<file path="src/rtl/lcd_controller.sv">
// HD44780 character LCD write sequencer: power-up wait, fixed init sequence, then one
// handshaked command/character write at a time with registered RS/DATA/EN timing.
module lcd_controller #(
  parameter int unsigned POWERUP_CYCLES    = 750000,
  parameter int unsigned SETUP_CYCLES      = 2,
  parameter int unsigned EN_HIGH_CYCLES    = 12,
  parameter int unsigned HOLD_CYCLES       = 2,
  parameter int unsigned CMD_WAIT_CYCLES   = 2500,
  parameter int unsigned CLEAR_WAIT_CYCLES = 100000
) (
  input  logic       clk,
  input  logic       reset,
  input  logic       cmd_valid,
  input  logic       cmd_rs,
  input  logic [7:0] cmd_data,
  output logic       cmd_ready,
  output logic       init_done,
  output logic       LCD_ON,
  output logic       LCD_BLON,
  output logic       LCD_RW,
  output logic       LCD_EN,
  output logic       LCD_RS,
  output logic [7:0] LCD_DATA
);

  typedef enum logic [2:0] {
    StPwrup,
    StSetup,
    StPulse,
    StHold,
    StWait,
    StIdle
  } state_t;

  localparam logic [23:0] PwrLast   = 24'(POWERUP_CYCLES - 1);
  localparam logic [23:0] SetupLast = 24'(SETUP_CYCLES - 1);
  localparam logic [23:0] EnLast    = 24'(EN_HIGH_CYCLES - 1);
  localparam logic [23:0] HoldLast  = 24'(HOLD_CYCLES - 1);
  localparam logic [23:0] CmdLast   = 24'(CMD_WAIT_CYCLES - 1);
  localparam logic [23:0] ClearLast = 24'(CLEAR_WAIT_CYCLES - 1);

  state_t      state_q;
  logic [23:0] cnt_q;
  logic [1:0]  init_idx_q;
  logic [23:0] wait_last;

  function automatic logic [7:0] init_byte(input logic [1:0] idx);
    case (idx)
      2'd0:    init_byte = 8'h38;
      2'd1:    init_byte = 8'h0C;
      2'd2:    init_byte = 8'h01;
      default: init_byte = 8'h06;
    endcase
  endfunction

  // Clear and home need the long execution wait; only when sent as commands.
  assign wait_last = (!LCD_RS && (LCD_DATA == 8'h01 || LCD_DATA == 8'h02)) ? ClearLast : CmdLast;

  assign LCD_ON   = 1'b1;
  assign LCD_BLON = 1'b1;
  assign LCD_RW   = 1'b0;

  always_ff @(posedge clk or posedge reset) begin
    if (reset) begin
      state_q    <= StPwrup;
      cnt_q      <= '0;
      init_idx_q <= '0;
      LCD_EN     <= 1'b0;
      LCD_RS     <= 1'b0;
      LCD_DATA   <= 8'h00;
      cmd_ready  <= 1'b0;
      init_done  <= 1'b0;
    end else begin
      unique case (state_q)
        StPwrup: begin
          if (cnt_q == PwrLast) begin
            cnt_q    <= '0;
            LCD_RS   <= 1'b0;
            LCD_DATA <= init_byte(init_idx_q);
            state_q  <= StSetup;
          end else begin
            cnt_q <= cnt_q + 24'd1;
          end
        end
        StSetup: begin
          if (cnt_q == SetupLast) begin
            cnt_q   <= '0;
            LCD_EN  <= 1'b1;
            state_q <= StPulse;
          end else begin
            cnt_q <= cnt_q + 24'd1;
          end
        end
        StPulse: begin
          if (cnt_q == EnLast) begin
            cnt_q   <= '0;
            LCD_EN  <= 1'b0;
            state_q <= StHold;
          end else begin
            cnt_q <= cnt_q + 24'd1;
          end
        end
        StHold: begin
          if (cnt_q == HoldLast) begin
            cnt_q   <= '0;
            state_q <= StWait;
          end else begin
            cnt_q <= cnt_q + 24'd1;
          end
        end
        StWait: begin
          if (cnt_q == wait_last) begin
            cnt_q <= '0;
            if (init_done || init_idx_q == 2'd3) begin
              init_done <= 1'b1;
              cmd_ready <= 1'b1;
              state_q   <= StIdle;
            end else begin
              init_idx_q <= init_idx_q + 2'd1;
              LCD_RS     <= 1'b0;
              LCD_DATA   <= init_byte(init_idx_q + 2'd1);
              state_q    <= StSetup;
            end
          end else begin
            cnt_q <= cnt_q + 24'd1;
          end
        end
        StIdle: begin
          if (cmd_valid && cmd_ready) begin
            LCD_RS    <= cmd_rs;
            LCD_DATA  <= cmd_data;
            cmd_ready <= 1'b0;
            cnt_q     <= '0;
            state_q   <= StSetup;
          end
        end
        default: begin
          state_q <= StPwrup;
          cnt_q   <= '0;
        end
      endcase
    end
  end

endmodule

</file>
<file path="config.mk">
export PLATFORM = sky130hd
export DESIGN_NAME = lcd_controller
export DESIGN_NICKNAME = d
export VERILOG_FILES = /design/src/rtl/lcd_controller.sv
export SDC_FILE = /design/constraint.sdc
export NUM_CORES = 1
export LEC_CHECK = 0
export CORE_ASPECT_RATIO = 0.7
export CORE_MARGIN = 2
export CORE_UTILIZATION = 58
export DETAILED_ROUTE_END_ITERATION = 6
export HOLD_SLACK_MARGIN = 0.05
export PLACE_DENSITY = 0.88
export SLEW_MARGIN = 20
export SYNTH_ARGS = -nofsm -noshare
export SYNTH_HDL_FRONTEND = slang
export SYNTH_SLANG_ARGS = --single-unit
export TNS_END_PERCENT = 5
</file>
<file path="constraint.sdc">
create_clock -name clk -period 2.92 [get_ports clk]
set_input_delay 0.438 -clock clk [delete_from_list [all_inputs] [get_ports clk]]
set_output_delay 0.438 -clock clk [all_outputs]
set_load 0.01 [all_outputs]
</file>
==> results of run 1 <==
[how the worst max path moves through the flow]
stage                     slack (ps)  cells after the start                  from                       to
after floorplan                  800                      7  cnt_q[0]$_DFFE_PP0N_  LCD_DATA[0]$_DFFE_PP0P_
after global placement           370                      9  cnt_q[0]$_DFFE_PP0N_    cnt_q[11]$_DFFE_PP0N_
after detailed placement         260                      9  cnt_q[0]$_DFFE_PP0N_    cnt_q[11]$_DFFE_PP0N_
after CTS                        220                      9  cnt_q[0]$_DFFE_PP0N_     cnt_q[4]$_DFFE_PP0N_
after global routing              60                      9  cnt_q[0]$_DFFE_PP0N_     cnt_q[3]$_DFFE_PP0N_
final                            280                      9  cnt_q[0]$_DFFE_PP0N_     cnt_q[4]$_DFFE_PP0N_
[logic make-up after synthesis]
family / count (synthesis) / share of synthesized area (%)
and+or+nand+nor: 145 / 26.5
AOI/OAI and AO/OA: 79 / 18.2
DFF: 41 / 36.5
buffers and inverters: 35 / 7.60
muxes: 12 / 4.45
adders and majority gates: 9 / 4.00
xor gates and xnor gates: 8 / 2.49
other: 2 / 0.267
[worst max-delay path, stage by stage (launching register included)]
cell and delay, ps:
sky130_fd_sc_hd__dfrtp_1 450, sky130_fd_sc_hd__ha_1 320, sky130_fd_sc_hd__nand3_1 190, sky130_fd_sc_hd__nor4_4 360, sky130_fd_sc_hd__o2bb2ai_2 180, sky130_fd_sc_hd__a31oi_2 260
sky130_fd_sc_hd__buf_4 260, sky130_fd_sc_hd__nor3_2 210, sky130_fd_sc_hd__buf_4 190, sky130_fd_sc_hd__o21ai_0 90
[through the flow]
step	cells	util, %
4_1_cts	404	65.6
3_5_place_dp	397	63.8
6_report	404	66.0
5_1_grt	404	66.0
3_3_place_gp	397	63.8
2_1_floorplan	332	-
[layout make-up]
cell class	count	area [um^2]
Fill cell	400	1610
Multi-Input combinational cell	256	1590
Sequential cell	41	1030
Timing Repair Buffer	33	305
Clock buffer	7	86.3
Tap cell	57	71.3
Inverter	10	37.5
[cells in the final DEF, fill, tap and decap left out, types with 4 or more instances in the layout]
cell type                         instances
sky130_fd_sc_hd__xnor2_1                  6
sky130_fd_sc_hd__o21ai_0                 29
sky130_fd_sc_hd__inv_1                   10
sky130_fd_sc_hd__mux2i_1                  8
sky130_fd_sc_hd__a22o_1                   5
sky130_fd_sc_hd__nand2_1                 45
sky130_fd_sc_hd__nand3_1                 14
sky130_fd_sc_hd__dfrtp_1                 41
sky130_fd_sc_hd__buf_4                   10
sky130_fd_sc_hd__nand4_1                  7
sky130_fd_sc_hd__ha_1                     9
sky130_fd_sc_hd__o21ai_1                  7
sky130_fd_sc_hd__nor2_1                  28
sky130_fd_sc_hd__nor3_1                  22
sky130_fd_sc_hd__a21oi_1                  8
sky130_fd_sc_hd__and2_1                   4
sky130_fd_sc_hd__clkdlybuf4s50_1         23
sky130_fd_sc_hd__clkbuf_8                 6
[power by group through the flow]
stage	clock, mW	sequential, mW	combinational, mW
finish	0.375	0.567	0.0293
global route	0.412	0.567	0.0328
CTS	0.384	0.567	0.0303
detailed placement	0	0.579	0.0300
global placement	0	0.579	0.0302
floorplan	0	0.579	0.0135
[layer usage]
metal  vias up  global-route usage [%]  wire length [um]
met5         -                       0                 0
met4         0                    5.38                29
met1      1230                    45.7              3360
met3         4                    5.45               634
met2       118                    40.3              3080
li1       1210                       -                 -
[flip-flops by register name, summed over array words and instances (netlist names)]
register / flops
LCD_DATA: 8
LCD_EN: 1
LCD_RS: 1
cmd_ready: 1
cnt_q: 24
init_done: 1
init_idx_q: 2
state_q: 3
==> Implementation_results.wiki, run 1 <==
{| class="wikitable"
! Metric !! Value
|-
| Final period util || 90.3%
|-
| Required time at the endpoint of the critical path || 3090 ps
|-
| Remaining antenna violation count after routing || 0
|-
| Post-route DRC || 0
|-
| Effective utilization at floorplan || 59.5%
|-
| Routed length per placed instance || 17.6 um
|-
| Arrival time of data at the critical path endpoint || 2810 ps
|-
| R2R depth || 9
|-
| Overall die height || 62.3 um
|-
| N_diodes || 0
|-
| NetSw || 0.203 mW
|-
| Area delta synth->final || 10.8%
|-
| Worst-Margin Slew || 528 ps
|-
| Critical Path End Type || register
|-
| Worst hold slack || 508 ps
|-
| Global-route wire length before repair || 12.2 mm
|-
| Biggest area contributors in the synthesized netlist || sky130_fd_sc_hd__dfrtp_1 (36%), sky130_fd_sc_hd__nand2_1 (6.0%), sky130_fd_sc_hd__o21ai_0 (5.2%)
|-
| Root Driver || sky130_fd_sc_hd__clkbuf_8
|-
| Count of yosys warnings during synthesis || 0
|-
| Floorplan row count || 21
|-
| Critical Path Source Type || register
|-
| Source-to-sink clock delay at the later pin of the worst-skew pair || 290 ps
|-
| Level count of the clock H-tree || 2
|-
| Maximum fanout along the worst path || 12
|-
| Launch instance of the worst min-delay path || init_done$_DFFE_PP0P_
|-
| Count of buffers from port buffering || 23
|-
| Share of the synthesized area in the top cell type || 36.5%
|-
| Post-synth cell types || 59
|-
| Number of ports placed on the die boundary || 27
|-
| Setup CP Type || reg2reg
|-
| Final hold viol count || 0
|-
| Top cell types by occurrence after synthesis || sky130_fd_sc_hd__nand2_1 (45), sky130_fd_sc_hd__dfrtp_1 (41), sky130_fd_sc_hd__o21ai_0 (29), sky130_fd_sc_hd__nor2_1 (28), sky130_fd_sc_hd__nor3_1 (22)
|-
| Total CTS buffers || 5
|-
| Pins Over Slew Limit || 0
|-
| Half-perimeter wire length of the detailed placement result || 5.28 mm
|-
| Final net count || 368
|-
| Post-Synthesis Mean Instance Area || 8.50 um^2
|-
| Critical R2R Capture || cnt_q[4]$_DFFE_PP0N_
|-
| Antenna violations before repair || 0
|-
| Area of placed instances || 3020 um^2
|-
| Launch instance of the worst register-to-register path || cnt_q[0]$_DFFE_PP0N_
|-
| Vias per cell || 6.34
|-
| Time the worst path needs with I/O delays and setup || 2640 ps
|-
| Post-CTS setup buffers || 0
|-
| Min-Delay Endpoint || init_done$_DFFE_PP0P_
|-
| Worst hold path type || reg2reg
|-
| Clock group share of total power || 38.6%
|-
| # resized after CTS || 0
|-
| Part of the total power dissipated in combinational logic || 3.0%
|-
| Power density normalized to cell area || 312 nW/um^2
|-
| Outcome || complete, no violations
|-
| Worst Setup Slack post-DPL || 257 ps
|-
| Count of flip-flops with a built-in enable after synthesis || 0
|-
| Post-route design area || 3120 um^2
|-
| Switching share of total power || 20.9%
|-
| Netlist area before placement || 2810 um^2
|-
| Residual overflow from global routing || 0
|-
| Area enclosed by the die boundary || 5430 um^2
|-
| RSZ-0062 raised after global routing || false
|-
| Minimum setup slack among reg-to-reg paths || 280 ps
|-
| Share of flip-flops with an asynchronous set or reset || 100%
|-
| Flop pwr share || 58.4%
|-
| Final setup viols || 0
|-
| TritonCTS clock tree || built
|-
| Total number of clock tree sinks || 41
|-
| Clk slew on worst S/H paths || 70 ps
|-
| X dimension of the die || 87.3 um
|-
| Routability Congestion || 0.976
|-
| Synth Register Bits || 41
|-
| Final clock skew || 2.53 ps
|-
| Layout cell share with drive strength beyond 1 || 9.22%
|-
| Maximum number of pins on one net before global-route repair || 42
|-
| Number of stages on the worst hold path || 1
|-
| Sum of negative setup slack || 0 ps
|-
| Max Clk Rate || 379 MHz
|-
| Max Cap Viol || 0
|-
| Static power due to leakage || 1.26 nW
|-
| Most frequent cell after synthesis || sky130_fd_sc_hd__nand2_1
|-
| Via count of the first global-routing pass || 2407
|-
| Final setup slack of the worst path || 283 ps
|-
| Post-CTS Hold Fix Bufs || 0
|-
| Largest voltage drop on the vdd net || 0.000230 V
|-
| Violation count after the first detailed-routing iteration || 306
|-
| Remaining max-slew budget at the tightest pin || 64.6%
|-
| Sequential cell area fraction in the yosys report || 36.5%
|-
| Number of vias after detailed routing || 2562
|-
| Post-synthesis cell count || 331
|-
| Cell Int Power || 0.769 mW
|-
| Detailed-router iteration count before antenna repair || 5
|-
| Worst-case clock buffer depth || 2
|-
| Detailed Route WL || 7.10 mm
|-
| Global Route Usage Sum || 28.6%
|-
| Overall Power || 0.972 mW
|-
| Largest area contributor in the netlist || sky130_fd_sc_hd__dfrtp_1
|-
| Core footprint || 4730 um^2
|-
| Most used flip-flop cell after synthesis || sky130_fd_sc_hd__dfrtp_1
|}
(Power assumes the default switching activity.)
==> run 2, diff against run 1 <==
--- a/config.mk
+++ b/config.mk
@@ -7,10 +7,12 @@
 export LEC_CHECK = 0
 export CORE_ASPECT_RATIO = 0.7
 export CORE_MARGIN = 2
-export CORE_UTILIZATION = 58
+export CORE_UTILIZATION = 45
+export CTS_BUF_LIST = sky130_fd_sc_hd__clkbuf_8 sky130_fd_sc_hd__clkbuf_16
 export DETAILED_ROUTE_END_ITERATION = 6
+export GPL_TIMING_DRIVEN = 0
 export HOLD_SLACK_MARGIN = 0.05
-export PLACE_DENSITY = 0.88
+export PLACE_DENSITY = 0.72
 export SLEW_MARGIN = 20
 export SYNTH_ARGS = -nofsm -noshare
 export SYNTH_HDL_FRONTEND = slang
==> Implementation_results.wiki, run 2 (synthesized netlist as in run 1, its figures left out) <==
{| class="wikitable"
! Metric !! Value
|-
| Post-route DRC || 0 (unchanged)
|-
| Worst-case clock buffer depth || 2 (unchanged)
|-
| Minimum setup slack among reg-to-reg paths || 240 ps (-40 ps)
|-
| Non-filler instance count after layout || 442 (+9.4%)
|-
| Total CTS buffers || 5 (unchanged)
|-
| Final net count || 384 (+4.3%)
|-
| Combined buffer and inverter count along the critical path || 1 (-1)
|-
| Total instance count after detailed placement || 434 (+9.3%)
|-
| Final clock skew || 7.60 ps (+5.07 ps)
|-
| Antenna violations before repair || 0 (unchanged)
|-
| Power density normalized to cell area || 298 nW/um^2 (-4.3%)
|-
| Overall die height || 70.2 um (+13%)
|-
| N_diodes || 0 (unchanged)
|-
| Time the worst path needs with I/O delays and setup || 2680 ps (+44.6 ps)
|-
| Vias per cell || 5.88 (-7.3%)
|-
| Area enclosed by the die boundary || 6910 um^2 (+27%)
|-
| Routed length per placed instance || 16.9 um (-3.7%)
|-
| Sum of negative setup slack || 0 ps (unchanged)
|-
| Biggest registers after layout || cnt_q (24), LCD_DATA (8), state_q (3)
|-
| Crit-path leading delay family || simple AND/OR/NAND/NOR gates
|-
| Remaining max-slew budget at the tightest pin || 60.2% (-4.4 points)
|-
| Maximum number of pins on one net before global-route repair || 22 (-48%)
|-
| Level count of the clock H-tree || 2 (unchanged)
|-
| # resized after CTS || 0 (unchanged)
|-
| Worst hold path type || in2async
|-
| Required time at the endpoint of the critical path || 3090 ps (about the same)
|-
| Residual overflow from global routing || 0 (unchanged)
|-
| Floorplan row count || 24 (+14%)
|-
| Static power due to leakage || 1.33 nW (+5.2%)
|-
| Effective utilization at floorplan || 45.9% (-14 points)
|-
| Outcome || complete, no violations
|-
| Root Driver || sky130_fd_sc_hd__clkbuf_8
|-
| Total number of clock tree sinks || 41 (unchanged)
|-
| Final setup viols || 0 (unchanged)
|-
| Final hold viol count || 0 (unchanged)
|-
| TritonCTS clock tree || built
|-
| Cells along the critical path || ha_1 -> nand3_1 -> nor4_2 -> o2bb2ai_2 -> a31oi_1 -> nor3_2 -> buf_6 -> o22ai_1
|-
| Layout cell share with drive strength beyond 1 || 11.5% (+2.3 points)
|-
| Max Cap Viol || 0 (unchanged)
|-
| Via count of the first global-routing pass || 2350 (-2.4%)
|-
| Global Route Usage Sum || 22.5% (-6.2 points)
|-
| Detailed Route WL || 7.48 mm (+5.4%)
|-
| Most frequent standard cell in the layout excluding fill and tap cells || sky130_fd_sc_hd__nand2_1
|-
| Setup CP Type || reg2reg
|-
| Max Clk Rate || 373 MHz (-1.7%)
|-
| Launch instance of the worst register-to-register path || cnt_q[0]$_DFFE_PP0N_
|-
| RSZ-0062 raised after global routing || false
|-
| Count of buffers from port buffering || 23 (unchanged)
|-
| Reg with most FFs || cnt_q
|-
| Critical Path End Type || register
|-
| Global-route wire length before repair || 12.3 mm (+1.2%)
|-
| Overall Power || 0.971 mW (-0.14%)
|-
| Slowest cell on the critical path || sky130_fd_sc_hd__dfrtp_1
|-
| Slowest Stage Delay on Critical Path || 480 ps (+30 ps)
|-
| Area delta synth->final || 15.7%
|-
| X dimension of the die || 98.5 um (+13%)
|-
| Worst Setup Slack post-DPL || 351 ps (+94.5 ps)
|-
| Violation count after the first detailed-routing iteration || 278 (-9.2%)
|-
| Critical Path Source Type || register
|-
| Post-CTS setup buffers || 0 (unchanged)
|-
| Post-CTS Hold Fix Bufs || 0 (unchanged)
|-
| Highest-count cells in the layout ignoring fill and taps || sky130_fd_sc_hd__nand2_1 (45), sky130_fd_sc_hd__dfrtp_1 (41), sky130_fd_sc_hd__o21ai_0 (29)
|-
| Worst-Margin Slew || 594 ps (+65.7 ps)
|-
| Pins Over Slew Limit || 0 (unchanged)
|-
| Remaining antenna violation count after routing || 0 (unchanged)
|-
| Source-to-sink clock delay at the later pin of the worst-skew pair || 300 ps (about the same)
|-
| Number of ports placed on the die boundary || 27 (unchanged)
|-
| Routability Congestion || 0.891 (-8.7%)
|-
| Arrival time of data at the critical path endpoint || 2850 ps (+40 ps)
|-
| Largest voltage drop on the vdd net || 0.000142 V (-39%)
|-
| Half-perimeter wire length of the detailed placement result || 5.55 mm (+5.1%)
|-
| Max reg flops || 24 (unchanged)
|-
| Maximum fanout along the worst path || 10 (-2)
|-
| Depth of the critical timing path with buffers and inverters included || 8 (-1)
|-
| Number of vias after detailed routing || 2597 (+1.4%)
|-
| Clk slew on worst S/H paths || 80 ps (about the same)
|-
| Final period util || 91.8% (+1.5 points)
|-
| R2R depth || 8 (-1)
|-
| Detailed-router iteration count before antenna repair || 5 (unchanged)
|-
| Final setup slack of the worst path || 239 ps (-44.6 ps)
|-
| Core footprint || 6130 um^2 (+30%)
|-
| Critical R2R Capture || cnt_q[19]$_DFFE_PP0N_
|}
==> run 2: cell types whose count changed in the layout (fill, tap and decap cells not counted), sizes merged <==
cell / change
clkinv: +2
clkbuf: +4
inv: +1
buf: +10
==> run 2: worst register-to-register path: stages, from the launching register on <==
cell and delay [ps]:
sky130_fd_sc_hd__dfrtp_1 480, sky130_fd_sc_hd__ha_1 370, sky130_fd_sc_hd__nand3_1 190, sky130_fd_sc_hd__nor4_2 430
sky130_fd_sc_hd__o2bb2ai_2 180, sky130_fd_sc_hd__a31oi_1 170, sky130_fd_sc_hd__nor3_2 430, sky130_fd_sc_hd__buf_6 230
sky130_fd_sc_hd__o22ai_1 80
==> run 2: per-stage QoR <==
stage	hold WS, ps	util, %	instance area, um^2
finish	478	53.1	3260
global route	516	53.1	3260
CTS	508	53.1	3260
detailed placement	489	51.8	3170
global placement	491	51.3	3150
floorplan	520	-	2820
==> run 2: final cells by class <==
cell class                      count  area, um^2
Clock inverter                      3        13.8
Inverter                           10        37.5
Clock buffer                        5        68.8
Buffer                             25         176
Sequential cell                    41        1030
Fill cell                         595        2870
Multi-Input combinational cell    256        1580
Timing Repair Buffer               24         258
Tap cell                           78        97.6
==> run 2: worst max-delay path by stage <==
stage                                     from                 endpoint
after global routing      cnt_q[0]$_DFFE_PP0N_    cnt_q[10]$_DFFE_PP0N_
after floorplan           cnt_q[0]$_DFFE_PP0N_  LCD_DATA[0]$_DFFE_PP0P_
final                     cnt_q[0]$_DFFE_PP0N_    cnt_q[19]$_DFFE_PP0N_
after global placement    cnt_q[0]$_DFFE_PP0N_     cnt_q[3]$_DFFE_PP0N_
after CTS                 cnt_q[0]$_DFFE_PP0N_    cnt_q[10]$_DFFE_PP0N_
after detailed placement  cnt_q[0]$_DFFE_PP0N_    cnt_q[14]$_DFFE_PP0N_
==> run 2: per-layer routing <==
layer	wire, um	up-vias	GRT usage, %
li1	-	1235	-
met1	3780	1237	36.8
met2	3020	111	30.7
met3	561	14	3.50
met4	116	0	4.57
met5	0	-	0
==> run 2: power by group <==
| group | internal (mW) | switching (mW) |
|---|---|---|
| Combinational | 0.0194 | 0.0173 |
| Clock | 0.162 | 0.204 |
| Sequential | 0.567 | 0 |
| Total | 0.749 | 0.221 |
